--- src/rtl/victim_fill_initiator_pkg.sv ---
// Shared types for the L2-side victim fill initiator.
package victim_fill_initiator_pkg;

  localparam int VICTIM_OFFSET_W = 4;

  typedef logic [127:0] lc3b_line;

  typedef enum logic [1:0] {
    IDLE  = 2'd0,
    EVICT = 2'd1,
    FETCH = 2'd2,
    RESP  = 2'd3
  } victim_init_state_t;

endpackage

--- src/rtl/victim_fill_initiator_sat_counter.sv ---
// Width-parameterised saturating event counter with synchronous active-low reset.
module sat_counter #(
  parameter int W = 16
) (
  input  logic         clk,
  input  logic         rst_n,
  input  logic         inc,
  output logic [W-1:0] count
);

  localparam logic [W-1:0] ONE = {{(W-1){1'b0}}, 1'b1};

  // Count up on inc and stick at all-ones.
  always_ff @(posedge clk) begin
    if (!rst_n) begin
      count <= '0;
    end else if (inc && (count != '1)) begin
      count <= count + ONE;
    end
  end

endmodule

--- src/rtl/victim_fill_initiator.sv ---
// L2-side engine: on a miss, optionally pushes the evicted line into the
// victim cache, then fetches the missing line through it and hands the
// fill back to L2 with a one-cycle pulse.
//
//   state | meaning
//   IDLE  | waiting for miss_req; only state with busy=0
//   EVICT | v_write of the latched victim line until v_resp
//   FETCH | v_read of the missing line until v_resp
//   RESP  | fill_valid pulse, fill_data holds the captured line
import victim_fill_initiator_pkg::*;

module victim_fill_initiator #(
  parameter int ADDR_W   = 16,
  parameter int LINE_W   = 128,
  parameter int OFFSET_W = VICTIM_OFFSET_W,
  parameter int CNT_W    = 16
) (
  input  logic              clk,
  input  logic              rst_n,
  input  logic              miss_req,
  input  logic [ADDR_W-1:0] miss_addr,
  input  logic              evict_valid,
  input  logic [ADDR_W-1:0] evict_addr,
  input  logic [LINE_W-1:0] evict_data,
  output logic              busy,
  output logic              fill_valid,
  output logic [LINE_W-1:0] fill_data,
  output logic [ADDR_W-1:0] v_address,
  output logic [LINE_W-1:0] v_wdata,
  output logic              v_read,
  output logic              v_write,
  input  logic [LINE_W-1:0] v_rdata,
  input  logic              v_resp,
  output logic [CNT_W-1:0]  evict_count,
  output logic [CNT_W-1:0]  fill_count
);

  // Clears the offset bits so the victim cache always sees line addresses.
  localparam logic [ADDR_W-1:0] LINE_MASK = {{(ADDR_W-OFFSET_W){1'b1}}, {OFFSET_W{1'b0}}};

  victim_init_state_t state, state_nxt;

  logic [ADDR_W-1:0] miss_line_q;
  logic [ADDR_W-1:0] evict_line_q;
  logic [LINE_W-1:0] evict_data_q;
  logic              evict_inc;
  logic              fill_inc;

  // State register; reset abandons any transaction in flight.
  always_ff @(posedge clk) begin
    if (!rst_n) begin
      state <= IDLE;
    end else begin
      state <= state_nxt;
    end
  end

  // Request latch on acceptance and fill capture on the fetch response.
  always_ff @(posedge clk) begin
    if (!rst_n) begin
      miss_line_q  <= '0;
      evict_line_q <= '0;
      evict_data_q <= '0;
      fill_data    <= '0;
    end else begin
      if ((state == IDLE) && miss_req) begin
        miss_line_q  <= miss_addr & LINE_MASK;
        evict_line_q <= evict_addr & LINE_MASK;
        evict_data_q <= evict_data;
      end
      if (fill_inc) begin
        fill_data <= v_rdata;
      end
    end
  end

  // Next-state and victim port decode; outputs depend only on state and latches.
  always_comb begin
    state_nxt  = state;
    busy       = 1'b1;
    fill_valid = 1'b0;
    v_read     = 1'b0;
    v_write    = 1'b0;
    v_address  = '0;
    v_wdata    = '0;
    evict_inc  = 1'b0;
    fill_inc   = 1'b0;
    case (state)
      IDLE: begin
        busy = 1'b0;
        if (miss_req) begin
          state_nxt = evict_valid ? EVICT : FETCH;
        end
      end
      EVICT: begin
        v_write   = 1'b1;
        v_address = evict_line_q;
        v_wdata   = evict_data_q;
        if (v_resp) begin
          evict_inc = 1'b1;
          state_nxt = FETCH;
        end
      end
      FETCH: begin
        v_read    = 1'b1;
        v_address = miss_line_q;
        if (v_resp) begin
          fill_inc  = 1'b1;
          state_nxt = RESP;
        end
      end
      RESP: begin
        fill_valid = 1'b1;
        state_nxt  = IDLE;
      end
      default: state_nxt = IDLE;
    endcase
  end

  sat_counter #(.W(CNT_W)) u_evict_cnt (
    .clk   (clk),
    .rst_n (rst_n),
    .inc   (evict_inc),
    .count (evict_count)
  );

  sat_counter #(.W(CNT_W)) u_fill_cnt (
    .clk   (clk),
    .rst_n (rst_n),
    .inc   (fill_inc),
    .count (fill_count)
  );

endmodule

--- config.mk ---
export PLATFORM = sky130hd
export DESIGN_NAME = victim_fill_initiator
export DESIGN_NICKNAME = d
export VERILOG_FILES = /design/src/rtl/victim_fill_initiator_pkg.sv /design/src/rtl/victim_fill_initiator_sat_counter.sv /design/src/rtl/victim_fill_initiator.sv
export SDC_FILE = /design/constraint.sdc
export NUM_CORES = 1
export LEC_CHECK = 0
export CORE_AREA = 4 4 234 236
export DETAILED_ROUTE_END_ITERATION = 10
export DIE_AREA = 0 0 238 240
export PLACE_DENSITY = 0.61
export SLEW_MARGIN = 0
export SYNTH_ARGS = -nofsm -noshare
export SYNTH_HDL_FRONTEND = slang
export SYNTH_SLANG_ARGS = --single-unit
--- constraint.sdc ---
create_clock -name clk -period 3.5 [get_ports clk]
set_clock_uncertainty 0.1 [all_clocks]
set_input_delay 0.525 -clock clk [delete_from_list [all_inputs] [get_ports clk]]
set_output_delay 0.525 -clock clk [all_outputs]
set_load 0.01 [all_outputs]
After elaboration in Yosys (flattened, before gate mapping). Index checks and enable logic that the tools add are counted.

Add/sub/neg operators: 2. Multiply operators: 0. Div/mod/pow operators: 0. $lt $le $gt $ge: 0. Equality and inequality tests: 8. Shift operators: 0. Multiplexer cells: 14. Bitwise operators: 0. Reduce and logical (&&, ||, !) cells: 5.

Operators by type and width (count): 2-to-1 mux 128 bit (1); adder 16 x 1 -> 16 bit (second input constant) (2); inequality test 16 bit (second input constant) (2); case mux 16 bit (2 select lines) (1); 2-to-1 mux 2 bit (4); case mux 2 bit (4 select lines) (1); 2-to-1 mux 1 bit (7); inequality test 2 bit (second input constant) (3); == test 2 bit (second input constant) (2); logical AND 1 bit (3); AND reduction 3 bit (1); == test 2 x 1 -> 1 bit (second input constant) (1); zero test 2 bit (1).

Register bits after elaboration: 314. Bits in latches: 0. RAM bits: 0. ROM bits: 0. Input bits: 293. Output and inout bits: 308. Word-level logic and storage cells: 36. Memories: 0.

Depth between registers and ports, before layout.
Depth after elaboration: 3. Mapped depth: 8. Gate-level depth less buffers: 6.

Hierarchy. A second synthesis with hierarchy kept.

Cell total of the unflattened synthesis: 1608. Area, all modules: 13230.2 sq um.

Modules (own cells, without submodules): victim_fill_initiator (instances 1, cells an instance 1414, area an instance 11556.1 sq um, seq. area each 5645.4 sq um); sat_counter (instances 2, cells an instance 97, area an instance 837.1 sq um, seq. area each 320.3 sq um).

Least setup slack after synthesis. Ideal clock, no wire load.

Kind: register -> register. Start point: register state[1]. End point: register u_evict_cnt.count[9]. Library setup time: 0.070 ns. Arrival time: 2.023 ns. Required time: 3.330 ns. Path slack: 1.307 ns. Stages on the path, launching flop included: 9. Path buffers: 2. Clock period less this slack: 2.193 ns. Cells stage by stage: dfxtp_1 inv_1 ha_1 buf_2 nand2_2 or4_1 clkbuf_2 or4_1 a21oi_1.

Cells in the longest elaborated chain, start to end: 3.

Ends and longest elaborated chain: from (decl) (line victim_fill_initiator.sv:41) `victim_init_state_t state, state_nxt;`; from (signal assigned) (line victim_fill_initiator.sv:54) `state <= state_nxt;`; == test 2 x 1 -> 1 bit (line victim_fill_initiator.sv:88) `case (state)`; 2-to-1 mux 1 bit (line victim_fill_initiator.sv:88); logical AND 1 bit (line victim_fill_initiator_sat_counter.sv:17) `end else if (inc && (count != '1)) begin`; to (signal assigned) (line victim_fill_initiator_sat_counter.sv:18) `count <= count + ONE;`; to (decl) (line victim_fill_initiator_sat_counter.sv:8) `output logic [W-1:0] count`.

No other way between the ends. A chain may end at the register's enable or synchronous reset.

Final worst setup path.
Start point: register state[1]. End point: output port v_wdata[123].

Cells in the longest elaborated chain, start to end: 2.

Ends and longest elaborated chain: == test 2 x 1 -> 1 bit (line victim_fill_initiator.sv:88); 2-to-1 mux 128 bit (line victim_fill_initiator.sv:88); to (decl) (line victim_fill_initiator.sv:29) `output logic [LINE_W-1:0] v_wdata,`.

No other way between the ends.

==> flow_summary.json <==
{
  "synth_seq_cells": 314,
  "multiInputGateArea_sq_um": 5600,
  "slew_viol_final": 0,
  "post_cts_buffers": 0,
  "crit_arrival_ns": 2.61,
  "timing.final.crit_share": 0.924,
  "setup_ws_ns": 0.267,
  "fin_crit_ns": 3.23,
  "holdBufCountCts": 0,
  "cts_num_sinks": 314,
  "critPathRequiredTime_ns": 2.87,
  "clockBufferDepth": 3,
  "rsz0062_at_grt": "no",
  "fillerInstances": 5316,
  "clock_latency_ns": 0.53,
  "vias": 12584,
  "dp_hpwl_um": 32900,
  "dieArea_sq_um": 57100,
  "via_per_inst": 4.40,
  "max-vdd-ir-drop_mv": 0.361,
  "ctsResizeCount": 0,
  "clkSlewWorstSetupHoldPaths_ns": 0.06,
  "grt_pass1_vias": 12476,
  "whs_ns": 0.347,
  "ios": 601,
  "fp.dieH_um": 240,
  "worst_pin_slew_ns": 0.853,
  "slew_headroom": 0.426,
  "die_w_um": 238,
  "synth_edf_count": 0,
  "finalSetupViolations": 0,
  "power_density_nw_per_um2": 589,
  "finalPower_mw": 12.0,
  "cts-buffers-inserted": 38,
  "synth_top_area_frac": 0.509,
  "status": "finished clean",
  "totalWireLength_um": 45800,
  "firstDrtPassIters": 4,
  "drive_gt1_frac": 0.0456,
  "synth_xor_area_frac": 0.000709,
  "leakage_nw": 7.12,
  "path_class": "flip-flop to primary output",
  "avgSynthCellArea_sq_um": 7.70,
  "ant_nets": 0,
  "pre_cts_slack_ns": 0.740,
  "synthSimpleGateAreaFrac": 0.285,
  "port-buffer-count": 588,
  "hp-class": "flip-flop to flip-flop",
  "fin_cells": 2862,
  "synth-seq-area-share": 0.509,
  "setup_tns_ns": 0,
  "synth_compound_area_frac": 0.148,
  "synthFlopType": "dfxtp_1",
  "final_hold_viol_count": 0,
  "syn2layout_area_growth_pct": 64.6,
  "yosysWarnings": 0,
  "fmax_mhz": 309,
  "synthArstFlopShare": 0,
  "synth_area_leaders": "dfxtp_1 51%, nand2_1 18%, a21oi_1 12%",
  "cap_violations": 0,
  "nets": 2445,
  "routedWlPerCell_um": 16.0,
  "synth_top_family_by_area": "simple AND/OR/NAND/NOR gates",
  "synthesis.area_sq_um": 12400,
  "seq_area_sq_um": 6290,
  "synth_top_cell_by_area": "dfxtp_1",
  "coreArea_sq_um": 52400,
  "cp_max_fo": 69,
  "r2r_cells": 6,
  "gp_congestion": 0.836,
  "cts-root-buf": "clkbuf_16",
  "drc": 0,
  "drtIter0Drc": 510,
  "cts_tree": "done",
  "cp-end-kind": "primary output",
  "startpoint_type": "flip-flop",
  "rows": 84,
  "synthCells": 1603,
  "synth_fa_ha_area_frac": 0.00810,
  "dp.cells": 2792,
  "synth_cell_types": 45,
  "initial_utilization": 0.235,
  "gr-total-overflow": 0,
  "muxShareOfSynthArea": 0.00729,
  "hold_depth": 2,
  "grt_pass1_wl_um": 69800,
  "grt_max_degree": 122,
  "gr-usage-all-layers": 0.150,
  "antenna_found_initial": 2,
  "h-tree-depth": 2
}
[cells in the mapped netlist, types with 6 or more instances]
library cell  instances
nand2_1             583
o21ai_0               7
a21oi_1             298
dfxtp_1             314
or3_1                 8
buf_1                 7
nand2b_1              7
mux2i_1               9
o31ai_1               8
nand3_1               7
ha_1                  8
nor2b_1              13
nand4_1              10
a22oi_1              12
and2_1              130
clkbuf_1            108
or4_1                 8
o41ai_1               6
nor2_1                6
inv_1                 8
[flip-flops by register name (all words and copies together) (netlist names)]
name	flops
evict_data_q	128
evict_line_q	12
fill_data	128
miss_line_q	12
state	2
u_evict_cnt.count	16
u_fill_cnt.count	16
[path summary, 6_finish.rpt]
check / from / end / slack (ns)
worst min register to register: evict_data_q[126] / evict_data_q[126] / 0.35
worst max register to register: state[1] / u_evict_cnt.count[11] / 0.74
worst min-delay path: evict_data_q[126] / evict_data_q[126] / 0.35
worst max-delay path: state[1] / v_wdata[123] / 0.27
[through the flow]
stage	utilization	cell area, sq um
after floorplan	-	12400
after global placement	0.363	19100
after detailed placement	0.363	19100
after CTS	0.387	20300
after global routing	0.387	20300
final	0.388	20300
[where the power goes]
group          switching [mW]  internal (mW)  total [mW]
Sequential              0.261           4.11        4.37
Clock                    1.54           2.43        3.96
Combinational            2.03           1.61        3.63
[area by class of cell]
cell class | instances | share of cell area
Sequential cell | 314 | 0.309
Antenna cell | 4 | 0.000492
Clock inverter | 8 | 0.00486
Clock buffer | 58 | 0.0571
Multi-Input combinational cell | 1161 | 0.276
Tap cell | 688 | 0.0424
Inverter | 9 | 0.00203
Timing Repair Buffer | 620 | 0.308
[kinds of logic after synthesis]
group	count (synthesis)
buf+inv	131
flops	314
simple gates	795
xor+xnor	1
other cells	1
mux	9
compound gates	344
fa+ha+maj	8
[cells in the final DEF, fill, tap and decap left out, types with 3 or more instances in the layout]
| master | synthesis | final |
|---|---|---|
| inv_1 | 8 | 8 |
| o21ai_0 | 7 | 7 |
| buf_4 | 4 | 21 |
| buf_12 | 0 | 11 |
| nor2_1 | 6 | 6 |
| a22oi_1 | 12 | 12 |
| mux2i_1 | 9 | 9 |
| nand2b_1 | 7 | 7 |
| clkbuf_1 | 108 | 10 |
| a21oi_1 | 298 | 298 |
| nor2b_1 | 13 | 13 |
| and2_1 | 130 | 128 |
| o31ai_1 | 8 | 8 |
| o21a_1 | 3 | 3 |
| o311ai_0 | 3 | 3 |
| clkdlybuf4s50_1 | 0 | 588 |
| nor4_1 | 5 | 4 |
| or4_1 | 8 | 8 |
| nand3_1 | 7 | 7 |
| conb_1 | 1 | 4 |
| clkbuf_8 | 0 | 7 |
| diode_2 | 0 | 4 |
| ha_1 | 8 | 7 |
| o41ai_1 | 6 | 6 |
| or3_1 | 8 | 8 |
| and4_1 | 3 | 3 |
| clkinv_2 | 0 | 3 |
| nand2_1 | 583 | 581 |
| dfxtp_1 | 314 | 314 |
| nand4_1 | 10 | 10 |
| nor3_1 | 3 | 3 |
| clkbuf_16 | 0 | 41 |
[critical path, cell delays in order, from the launching register on]
cell and delay (ns):
dfxtp_1 0.34, inv_1 0.15, ha_4 0.46, buf_12 0.30, and2_1 0.17, clkdlybuf4s50_1 0.57
[routing by layer]
| metal | routed length, um | GRT usage | share of wire |
|---|---|---|---|
| met1 | 18200 | 0.174 | 0.40 |
| met2 | 22300 | 0.261 | 0.49 |
| met3 | 4240 | 0.0553 | 0.092 |
| met4 | 1100 | 0.0447 | 0.024 |
| met5 | 0 | 0 | 0 |
(Power assumes the default switching activity.)
==> RTL change, RTL diff (same flow settings) <==
Encoding of `victim_init_state_t`: now one-hot (4 bits for 4 states).
--- a/src/rtl/victim_fill_initiator_pkg.sv
+++ b/src/rtl/victim_fill_initiator_pkg.sv
@@ -5,11 +5,11 @@
 
   typedef logic [127:0] lc3b_line;
 
-  typedef enum logic [1:0] {
-    IDLE  = 2'd0,
-    EVICT = 2'd1,
-    FETCH = 2'd2,
-    RESP  = 2'd3
+  typedef enum logic [3:0] {
+    IDLE  = 4'b0001,
+    EVICT = 4'b0010,
+    FETCH = 4'b0100,
+    RESP  = 4'b1000
   } victim_init_state_t;
 
 endpackage
Formal check against the unedited RTL: no difference found for any inputs over 4 cycles, from zero or initial values and one cycle with rst_n low; so few cycles prove little.
==> RTL change against the original RTL <==
  * Sequential cell count rose by 2
  * Highest routed layer is now met5
  * Worst hold slack about the same
  * Setup slack got worse by 57 ps
  * Area after synthesis up 1.0%
  * Cell area is 0.51% lower
  * Routed wire length is 2.0% higher
Power is not compared: it rests on default switching activity, and its combinational part moved more than twofold at a synthesized area within 25%.
==> RTL change: results (changes against the original RTL) <==
* Outcome: finished, final reports clean
* DP HPWL at 33500 um (+1.7%)
* Ys flop type: dfxtp_1
* Synth area leaders: dfxtp_1 51%, nand2_1 18%, a21oi_1 12%
* Largest net degree at the start of global routing at 144 (+18%)
* Layout Nets at 2420 (-1.0%)
* CTS Root Cell: clkbuf_16
* Placed cell areas at 18960 um^2 (-0.51%)
* GPL Wtd Cong at 0.8133 (-2.7%)
* Crit path from: state[1]
* Crit-path slowest cell: clkdlybuf4s50_1
* Count of input and output buffers at 588 (unchanged)
* Library cells used by synthesis at 46 (+2.2%)
* Initial detailed-routing violation count at 636 (+25%)
* Post-CTS setup repair buffer count at 0 (unchanged)
* Maximum VDD drop at 0.3612 mV
* Wire length of the first global-routing pass at 69770 um (about the same)
* CTS HTree Levels at 2 (unchanged)
* Leakage at 6.970 nW
* Critical Path AT at 2670 ps (+60 ps)
* Hold Path Origin: evict_data_q[87]
* Clock Latency Late Sink at 530 ps (about the same)
* Num CTS Buffers at 37 (-2.6%)
* Biggest regs: evict_data_q x128, fill_data x128
* Synth warnings at 0 (unchanged)
* Routed wire per std cell at 16.45 um (+2.7%)
* Fraction of layout cells with a size suffix above 1 at 0.04089 (-0.004730)
* Total track usage at 0.1510 (+0.0007078)
* Initial antenna violation count at 2 (unchanged)
* Number of global-route vias before repair at 12172 (-2.4%)
* Most frequent cells after synthesis: 583 x nand2_1, 316 x dfxtp_1, 302 x a21oi_1, 131 x and2_1, 82 x clkbuf_1
* Worst-Margin Slew at 1024 ps (+171.0 ps)
* CTS Buffer Depth at 3 (unchanged)
* CP max FO at 143 (+110%)
* CP delay by family, top: buffers and inverters
* First-pass iteration count of the detailed router at 5 (+1)
* Reg-to-Reg Start: state[0]
* Vias/cell at 4.439 (+0.95%)
* Critical Path Max Stage Delay at 590 ps (+20 ps)
* Clk slew on worst S/H paths at 60 ps (about the same)
* Asr flop ratio synth at 0 (unchanged)
* Post_cts resized at 0 (unchanged)
* Hold Path Class: reg -> reg
* Seq/Total Area, Yosys at 0.5071 (-0.001844)
==> RTL change: changes by cell type after synthesis, sizes merged, moves of 5 or more <==
cell / delta
a22o: +12
a22oi: -12
buf: +27
clkbuf: -27
ha: -6
nor2b: -13
o31ai: +5
==> RTL change: metal layers <==
layer	track usage	up-vias	share of wire
met1	0.1808	5826	0.40
met3	0.04405	65	0.081
met5	0	-	0.00026
met4	0.04626	2	0.025
li1	-	6274	-
met2	0.2629	443	0.49
==> RTL change: layout make-up <==
class,count,area [um^2]
Fill cell,5291,32220
Sequential cell,316,6326
Timing Repair Buffer,608,6148
Multi-Input combinational cell,1156,5594
Clock buffer,55,1096
Tap cell,688,860.8
Clock inverter,11,162.7
Inverter,6,30.03
Antenna cell,1,2.502
==> RTL change: power breakdown <==
| part | total, W | switching, W | leakage (nW) | internal, W |
|---|---|---|---|---|
| registers | 0.00399 | 0.000130 | 2.57 | 0.00386 |
| logic | 0.00135 | 0.000723 | 3.78 | 0.000631 |
| clock network | 0.00401 | 0.00154 | 0.620 | 0.00246 |
==> RTL change: worst paths after layout <==
kind	endpoint	slack, ps	cells after the start
hold reg to reg	evict_data_q[87]	350	2
hold / removal	evict_data_q[87]	350	2
setup reg to reg	evict_data_q[83]	1140	5
setup / recovery	v_wdata[105]	210	4
==> RTL change: cells by family (layout without fill, tap and decap cells) <==
group	after synthesis	after routing	synth area share
compound gates	347	347	0.1491
fa+ha+maj	2	2	0.002006
buf+inv	128	680	0.04704
flops	316	316	0.5071
mux	8	8	0.006420
other cells	1	5	0.0003006
simple gates	795	795	0.2880
==> RTL change: metrics by stage <==
stage / instances / setup WS [ps]
after floorplan: 1600 / 1305
after global placement: 2774 / 778.3
after detailed placement: 2774 / 732.5
after CTS: 2840 / 137.3
after global routing: 2840 / 48.77
final: 2841 / 209.5
